## config.mk

```make
export PLATFORM = sky130hd
export DESIGN_NAME = ysyx_22040237_mcyc_ctrl
export DESIGN_NICKNAME = d
export VERILOG_FILES = /design/src/rtl/ysyx_22040237_pkg.sv /design/src/rtl/ysyx_22040237_perf_cnt.sv /design/src/rtl/ysyx_22040237_mcyc_ctrl.sv
export SDC_FILE = /design/constraint.sdc
export NUM_CORES = 1
export LEC_CHECK = 0
export ABC_AREA = 1
export BUFFER_PORTS_ARGS = -buffer_cell sky130_fd_sc_hd__buf_2
export CORE_AREA = 2 2 119 121
export CTS_CLUSTER_SIZE = 16
export DETAILED_ROUTE_END_ITERATION = 10
export DIE_AREA = 0 0 121 123
export PLACE_DENSITY = 0.87
export REMOVE_ABC_BUFFERS = 1
export SLEW_MARGIN = 20
export SYNTH_ARGS = -nofsm -noshare
export SYNTH_HDL_FRONTEND = slang
export SYNTH_HIERARCHICAL = 1
export SYNTH_SLANG_ARGS = --single-unit
```

## constraint.sdc

```tcl
create_clock -name clk -period 6.18 [get_ports clk]
set_input_delay 0.309 -clock clk [delete_from_list [all_inputs] [get_ports clk]]
set_output_delay 0.309 -clock clk [all_outputs]
set_load 0.005 [all_outputs]
```

## src/rtl/ysyx_22040237_pkg.sv

```systemverilog
// Shared types and constants for the ysyx_22040237 multi-cycle control path:
// sequencer state encoding, halt codes and the default reset PC.
package ysyx_22040237_pkg;

  typedef enum logic [2:0] {
    ST_IDLE   = 3'd0,
    ST_FETCH  = 3'd1,
    ST_DECODE = 3'd2,
    ST_EXEC   = 3'd3,
    ST_MEM    = 3'd4,
    ST_WB     = 3'd5,
    ST_HALT   = 3'd6
  } state_e;

  localparam logic [1:0] HALT_GOOD     = 2'd0;
  localparam logic [1:0] HALT_ABORT    = 2'd1;
  localparam logic [1:0] HALT_MISALIGN = 2'd2;

  localparam logic [31:0] YSYX_RESET_PC = 32'h8000_0000;

endpackage

```

## src/rtl/ysyx_22040237_perf_cnt.sv

```systemverilog
// 64-bit cycle and retired-instruction counters. The module only exists when
// YSYX_22040237_PERF_EN is defined, so the default build carries no counter flops.
`ifdef YSYX_22040237_PERF_EN
module ysyx_22040237_perf_cnt
  import ysyx_22040237_pkg::*;
(
  input  logic        clk,
  input  logic        rst,
  input  logic        inc_cycle,
  input  logic        inc_instret,
  input  logic        freeze,
  output logic [63:0] cycle_cnt,
  output logic [63:0] instret_cnt
);

  logic [63:0] r_cycle;
  logic [63:0] r_instret;

  // freeze wins so both counts stay readable once the core has stopped
  always_ff @(posedge clk) begin
    if (rst) begin
      r_cycle   <= 64'd0;
      r_instret <= 64'd0;
    end else if (!freeze) begin
      if (inc_cycle)   r_cycle   <= r_cycle + 64'd1;
      if (inc_instret) r_instret <= r_instret + 64'd1;
    end
  end

  assign cycle_cnt   = r_cycle;
  assign instret_cnt = r_instret;

endmodule
`endif

```

## src/rtl/ysyx_22040237_mcyc_ctrl.sv

```systemverilog
// Multi-cycle sequencer for the NPC core: owns the PC and steps each instruction
// through fetch/decode/execute/memory/writeback. Counters need YSYX_22040237_PERF_EN.
module ysyx_22040237_mcyc_ctrl
  import ysyx_22040237_pkg::*;
#(
  parameter logic [31:0] RESET_PC = YSYX_RESET_PC
) (
  input  logic        clk,
  input  logic        rst,
  output logic        imem_req,
  output logic [31:0] imem_addr,
  input  logic        imem_rvalid,
  input  logic [31:0] imem_rdata,
  output logic [31:0] inst,
  output logic        exu_en,
  input  logic        is_mem,
  input  logic        jump_en,
  input  logic [31:0] pc_jump_addr,
  input  logic        inst_ebreak,
  input  logic        invalid_inst,
  output logic        dmem_req,
  input  logic        dmem_ack,
  output logic        rf_we,
  output logic [31:0] pc,
  output logic        halted,
  output logic [1:0]  halt_code,
  output logic [63:0] cycle_cnt,
  output logic [63:0] instret_cnt
);

  state_e      r_state;
  state_e      w_state_nxt;
  logic [31:0] r_pc;
  logic [31:0] r_inst;
  logic        r_jump_en;
  logic [31:0] r_jump_addr;
  logic        r_halted;
  logic [1:0]  r_halt_code;
  logic        w_misalign;
  logic        w_halt_req;
  logic [1:0]  w_halt_code;

  assign w_misalign = jump_en && (pc_jump_addr[1:0] != 2'b00);
  assign w_halt_req = invalid_inst || inst_ebreak || w_misalign;

  always_comb begin
    w_halt_code = HALT_MISALIGN;
    if (invalid_inst)     w_halt_code = HALT_ABORT;
    else if (inst_ebreak) w_halt_code = HALT_GOOD;
  end

  always_comb begin
    w_state_nxt = r_state;
    case (r_state)
      ST_IDLE:   w_state_nxt = ST_FETCH;
      ST_FETCH:  if (imem_rvalid) w_state_nxt = ST_DECODE;
      ST_DECODE: w_state_nxt = ST_EXEC;
      ST_EXEC: begin
        if (w_halt_req)  w_state_nxt = ST_HALT;
        else if (is_mem) w_state_nxt = ST_MEM;
        else             w_state_nxt = ST_WB;
      end
      ST_MEM:    if (dmem_ack) w_state_nxt = ST_WB;
      ST_WB:     w_state_nxt = ST_FETCH;
      ST_HALT:   w_state_nxt = ST_HALT;
      default:   w_state_nxt = ST_IDLE;
    endcase
  end

  // late rvalid/ack outside FETCH/MEM fall through the case below untouched
  always_ff @(posedge clk) begin
    if (rst) begin
      r_state     <= ST_IDLE;
      r_pc        <= RESET_PC;
      r_inst      <= 32'd0;
      r_jump_en   <= 1'b0;
      r_halted    <= 1'b0;
      r_halt_code <= HALT_GOOD;
    end else begin
      r_state  <= w_state_nxt;
      r_halted <= (w_state_nxt == ST_HALT);
      case (r_state)
        ST_FETCH: if (imem_rvalid) r_inst <= imem_rdata;
        ST_EXEC: begin
          r_jump_en <= jump_en;
          if (w_halt_req) r_halt_code <= w_halt_code;
        end
        ST_WB:    r_pc <= r_jump_en ? r_jump_addr : r_pc + 32'd4;
        default:  ;
      endcase
    end
  end

  // redirect target is pure data; r_jump_en qualifies it
  always_ff @(posedge clk) begin
    if (r_state == ST_EXEC) r_jump_addr <= pc_jump_addr;
  end

  // strobes come straight off the state register so they cannot glitch
  assign imem_req  = (r_state == ST_FETCH);
  assign exu_en    = (r_state == ST_EXEC);
  assign dmem_req  = (r_state == ST_MEM);
  assign rf_we     = (r_state == ST_WB);
  assign imem_addr = r_pc;
  assign pc        = r_pc;
  assign inst      = r_inst;
  assign halted    = r_halted;
  assign halt_code = r_halt_code;

`ifdef YSYX_22040237_PERF_EN
  logic w_inc_instret;
  logic w_freeze;

  // a halting ebreak retires; invalid and misaligned instructions do not
  assign w_inc_instret = (r_state == ST_WB) ||
                         ((r_state == ST_EXEC) && inst_ebreak && !invalid_inst);
  assign w_freeze      = (r_state == ST_HALT);

  ysyx_22040237_perf_cnt u_perf_cnt (
    .clk         (clk),
    .rst         (rst),
    .inc_cycle   (1'b1),
    .inc_instret (w_inc_instret),
    .freeze      (w_freeze),
    .cycle_cnt   (cycle_cnt),
    .instret_cnt (instret_cnt)
  );
`else
  assign cycle_cnt   = 64'd0;
  assign instret_cnt = 64'd0;
`endif

endmodule

```

Yosys cells after proc, flatten, opt, wreduce, memory -nomap -nowiden

Index checks and enable logic that the tools add are counted.

Bits in registers: 103
Logic and storage cells: 31

$add $sub $neg: 1
Eq/ne operators: 7
Mux-type cells: 8
Reductions and logical operators: 8

Operator list:

| kind                                          | number |
|---|---|
| adder 32 x 3 -> 32 bit, second input constant | 1 |
| two-way mux 32 bit                            | 1 |
| one-hot mux 3 bit (6 select lines)            | 1 |
| == test 3 bit, second input constant          | 4 |
| == test 3 x 2 -> 1 bit, second input constant | 2 |
| two-way mux 2 bit                             | 3 |
| two-way mux 3 bit                             | 2 |
| AND reduction 2 bit                           | 2 |
| == test 3 x 1 -> 1 bit, second input constant | 1 |
| logical NOT 3 bit                             | 1 |
| logical OR 1 bit                              | 2 |
| nonzero test 2 bit                            | 1 |
| OR reduction 2 bit                            | 1 |
| logical AND 1 bit                             | 1 |
| two-way mux 1 bit                             | 1 |

Depth between registers and ports, before layout

Depth after elaboration: 6
Gate-level depth with buffers: 11

Worst setup path before layout

Ideal clock, no wire load.

Path kind: register -> register
Start: register r_state[0]
End: register r_halted, in the netlist halted
Setup time: 0.076 ns
Data arrival time: 1.938 ns
Data required time: 6.104 ns
Slack: 4.166 ns
Cell stages (with the launch flop): 6
Buffers on the path: 0
Period minus slack after synthesis: 2.014 ns
Cell sequence: dfxtp_1 > inv_1 > nor3_4 > inv_1 > a21oi_1 > a21boi_0

Elaborated cells between the ends (all ways): 12

RTL lines:

| element                            | line                          | source |
|---|---|---|
| start: declaration                 | ysyx_22040237_mcyc_ctrl.sv:31 | `state_e r_state;` |
| start signal: assignment           | ysyx_22040237_mcyc_ctrl.sv:80 | `r_state <= w_state_nxt;` |
| == test 3 x 2 -> 1 bit             | -                             |  |
| named net exu_en                   | ysyx_22040237_mcyc_ctrl.sv:15 | `output logic exu_en,` |
| one-hot mux 3 bit (6 select lines) | ysyx_22040237_mcyc_ctrl.sv:54 | `case (r_state)` |
| == test 3 bit                      | ysyx_22040237_mcyc_ctrl.sv:81 | `r_halted <= (w_state_nxt == ST_HALT);` |
| end signal: assignment             | ysyx_22040237_mcyc_ctrl.sv:81 |  |
| end: declaration                   | ysyx_22040237_mcyc_ctrl.sv:37 | `logic r_halted;` |

The timed path passes the listed nets, and every way through them passes these cells.
A chain may end at the register's enable or synchronous reset.

Final worst setup path

Start: register r_state[2]
End: register r_halted, in the netlist halted

Word-level cells in the longest chain between the ends: 4
Elaborated cells between the ends (all ways): 12

RTL lines:

| element                                                   | line |
|---|---|
| == test 3 bit / logical NOT 3 bit (equally long branches) | ysyx_22040237_mcyc_ctrl.sv:54 |
| OR reduction 2 bit (no source line)                       | - |
| one-hot mux 3 bit (6 select lines) (*)                    | ysyx_22040237_mcyc_ctrl.sv:54 |
| == test 3 bit (*)                                         | ysyx_22040237_mcyc_ctrl.sv:81 |

Mark *: on every way between the ends. The rest lies on a longest branch, timed or not.

==> impl_summary.txt <==
----------------------------------------------------
[Outcome]
  Outcome ... completed

[STA]
  Min Clock Period, post-route ... 2.494 ns
  Period utilization ... 0.4036
  Final setup viols ... 0
  Pin slew with the least headroom to its limit ... 1.009 ns
  Rel. slew slack ... 0.3229
  Number of endpoints with negative hold slack in the final report ... 0
  Worst setup slack after layout ... 3.686 ns
  Fin. max-slew vios ... 0
  Clk_skew ... roughly 0.009 ns
  Hold slack final ... 0.1334 ns
  Maximum achievable frequency ... 400.9 MHz
  Unrepaired setup endpoints after global routing ... false
  Setup Total Neg Slack ... 0 ns

[Die]
  Row Count ... 43
  Die Span X ... 121 um
  Starting utilization of the core area ... 0.4340
  DIE AREA ... 0.01488 sq mm
  I/O pins ... approximately 300
  Die Y-Extent ... 123 um
  Core footprint ... ~0.014 sq mm

[Min path]
  Cells on Worst Hold Path ... 1
  Worst min-delay path category ... in2reg
  Hold worst-path end ... r_jump_addr[31]
  Worst Hold Launch ... pc_jump_addr[31]

[Clock network]
  Clock tree from TritonCTS ... built
  Clock-pin transition on the worst setup and hold timing paths ... 0.07 ns
  Root buf cell ... sky130_fd_sc_hd__clkbuf_16
  Clock buffer count from CTS ... 9
  Max Buffers Root-to-Sink ... 2
  Source-to-sink clock delay at the later pin of the worst-skew pair ... 0.35 ns
  Hold buffer count at cts ... 0
  H-tree Lvls ... 3
  Post-CTS setup buffer count ... 0
  Clock sink count ... 103
  Number of gates resized after CTS ... 0

[Detailed routing]
  # DRC ... 0
  Detailed-routing iteration count for the pre-antenna-repair pass ... 4
  Final routed wire length divided by cell count ... ~14 um
  Routed vias ... 4956
  Post-detailed-routing wire length ... 14630 um
  DR vias/cell ... 4.619
  Number of nets with antenna violations after detailed routing ... 0
  Number of DRC markers after the initial detailed-route iteration ... ~220

[Logic synthesis]
  Share of flip-flops with an asynchronous set or reset ... 0
  Top-area cell type share of the netlist area ... 0.2406
  Post-Synthesis Cell Area ... 0.005907 sq mm
  Cell count after synthesis ... around 760
  Ranking of synthesized cells by area ... sky130_fd_sc_hd__dfxtp_1, sky130_fd_sc_hd__buf_4, sky130_fd_sc_hd__edfxtp_1
  EDFF count, synth ... 32
  Distinct cells, synth ... 39
  Sequential share of the synthesized area ... 0.4033
  Main synth FF type ... sky130_fd_sc_hd__dfxtp_1
  Yosys warning total ... 6
  Post-Syn Area per Cell ... 7.793 sq um
  Largest area contributor in the netlist ... sky130_fd_sc_hd__dfxtp_1
  Post-synthesis register bit count ... 103

[GRT]
  Gr usage total ... 0.1936
  Final global-route overflow total ... 0
  Global-route wire length before repair ... 22470 um
  Number of antenna violations at the first check in global routing ... 1
  Largest net degree at the start of global routing ... 44
  Via count of the first global-routing pass ... 4614

[Finish]
  Most frequent cells in the layout ... sky130_fd_sc_hd__buf_2, sky130_fd_sc_hd__nor2_1, sky130_fd_sc_hd__conb_1
  Post-Layout Cell Count ... 1073
  Leading cell type in the layout, fill and taps excluded ... sky130_fd_sc_hd__buf_2
  Share of layout cells above drive strength 1 ... 0.2464
  Antenna cells ... 0
  Area overhead of the layout relative to synthesis ... 9.341%
  Final nets ... between 900 and 1000

[Pwr]
  Peak ir drop on the vdd network ... 0.1253 mV
  Final Total Pwr ... 1.469 mW
  Power density relative to cell area ... 227.5 mW/mm^2
  Static leakage ... ~3.0 nW

[Place]
  Port buffer count ... 174
  Half-perimeter wire length of the detailed placement result ... around 11000 um
  DP Cell Count ... 1058
  Setup slack at placement ... 3.685 ns
  Gp weighted congestion ... 0.8568

[Worst setup path]
  Critical-path maximum fanout ... 33
  Worst-path cell with the longest stage delay ... sky130_fd_sc_hd__inv_1
  Flop2flop setup slack ... 3.69 ns
  Reg2reg path depth ... 5
  Nature of the critical path endpoint ... flip-flop
  Largest delay share family, worst path ... simple AND/OR/NAND/NOR gates
  Data arrival time of the critical path ... 2.71 ns
  Levels on crit path ... 5
  Worst EP required ... 6.40 ns
  Critical Setup Path Class ... reg2reg
  Buffers plus inverters on the worst setup path ... 1
  Crit start category ... flip-flop
  Delay of the slowest cell on the worst path ... 0.66 ns
  Crit Reg-Reg Startpoint ... r_state[2]
  RR Endpoint ... halted
  Cells traversed along the worst timing path ... nor2_1, nand2_1, inv_1, a21oi_1, a21boi_0

[Run]
  Max cap viols ... 0

----------------------------------------------------
-- cell usage after synthesis (7+ instances only) --
| cell type | number |
|---|---|
| sky130_fd_sc_hd__dfxtp_1 | 71 |
| sky130_fd_sc_hd__nand2_2 | 7 |
| sky130_fd_sc_hd__inv_1 | 34 |
| sky130_fd_sc_hd__buf_4 | 161 |
| sky130_fd_sc_hd__clkbuf_1 | 9 |
| sky130_fd_sc_hd__nand3_1 | 38 |
| sky130_fd_sc_hd__nor3_1 | 10 |
| sky130_fd_sc_hd__nor2_1 | 130 |
| sky130_fd_sc_hd__nor2_4 | 8 |
| sky130_fd_sc_hd__o21ai_0 | 42 |
| sky130_fd_sc_hd__nand2_1 | 125 |
| sky130_fd_sc_hd__a21oi_1 | 26 |
| sky130_fd_sc_hd__edfxtp_1 | 32 |
-- through the flow --
stage / utilization / cell area [sq um]
after floorplan: - / 5051
after global routing: 0.4745 / 6459
final: 0.4745 / 6459
after global placement: 0.4522 / 6155
after CTS: 0.4745 / 6459
after detailed placement: 0.4522 / 6155
-- where the power goes --
group	total, mW	leakage (nW)	switching (mW)	internal, mW
logic	0.133	2.00	0.0844	0.0487
registers	0.739	0.867	0.0149	0.724
clock network	0.597	0.143	0.246	0.352
-- logic make-up (layout without fill, tap and decap cells) --
kind of cell,after synthesis,in the layout,synth area share
AOI/OAI and AO/OA,91,91,0.08367
adders and majority gates,1,1,0.002118
DFF,103,103,0.4033
buffers and inverters,222,230,0.2514
and+or+nand+nor,339,339,0.2574
xor gates and xnor gates,1,1,0.001483
other,1,128,0.0006348
-- metal layers --
layer	track usage	vias up	routed length (um)
met5	0	-	13
met4	0.08430	2	397
met3	0.04059	31	1155
met2	0.3522	260	7494
met1	0.2185	2237	5573
li1	-	2426	-
-- worst max path at each step --
stage	startpoint	endpoint
finish	r_state[2]	halted
global route	r_state[2]	halted
CTS	r_state[2]	halted
detailed placement	r_state[2]	halted
global placement	r_state[2]	halted
floorplan	r_state[0]	halted
-- registers in the layout (all words and copies together) (netlist names) --
name	flops
inst	32
imem_addr	32
r_jump_en	1
r_state	3
r_jump_addr	32
halted	1
halt_code	2
-- layout make-up --
cell class,count,area [sq um]
fillers,1314,7153
multi-input cells,560,2516
flip-flops and latches,103,2382
repair buffers,175,878.3
clock buffers,11,232.7
well taps,180,225.2
inverters,40,152.6
clock inverters,4,71.32
(Power assumes the default switching activity.)
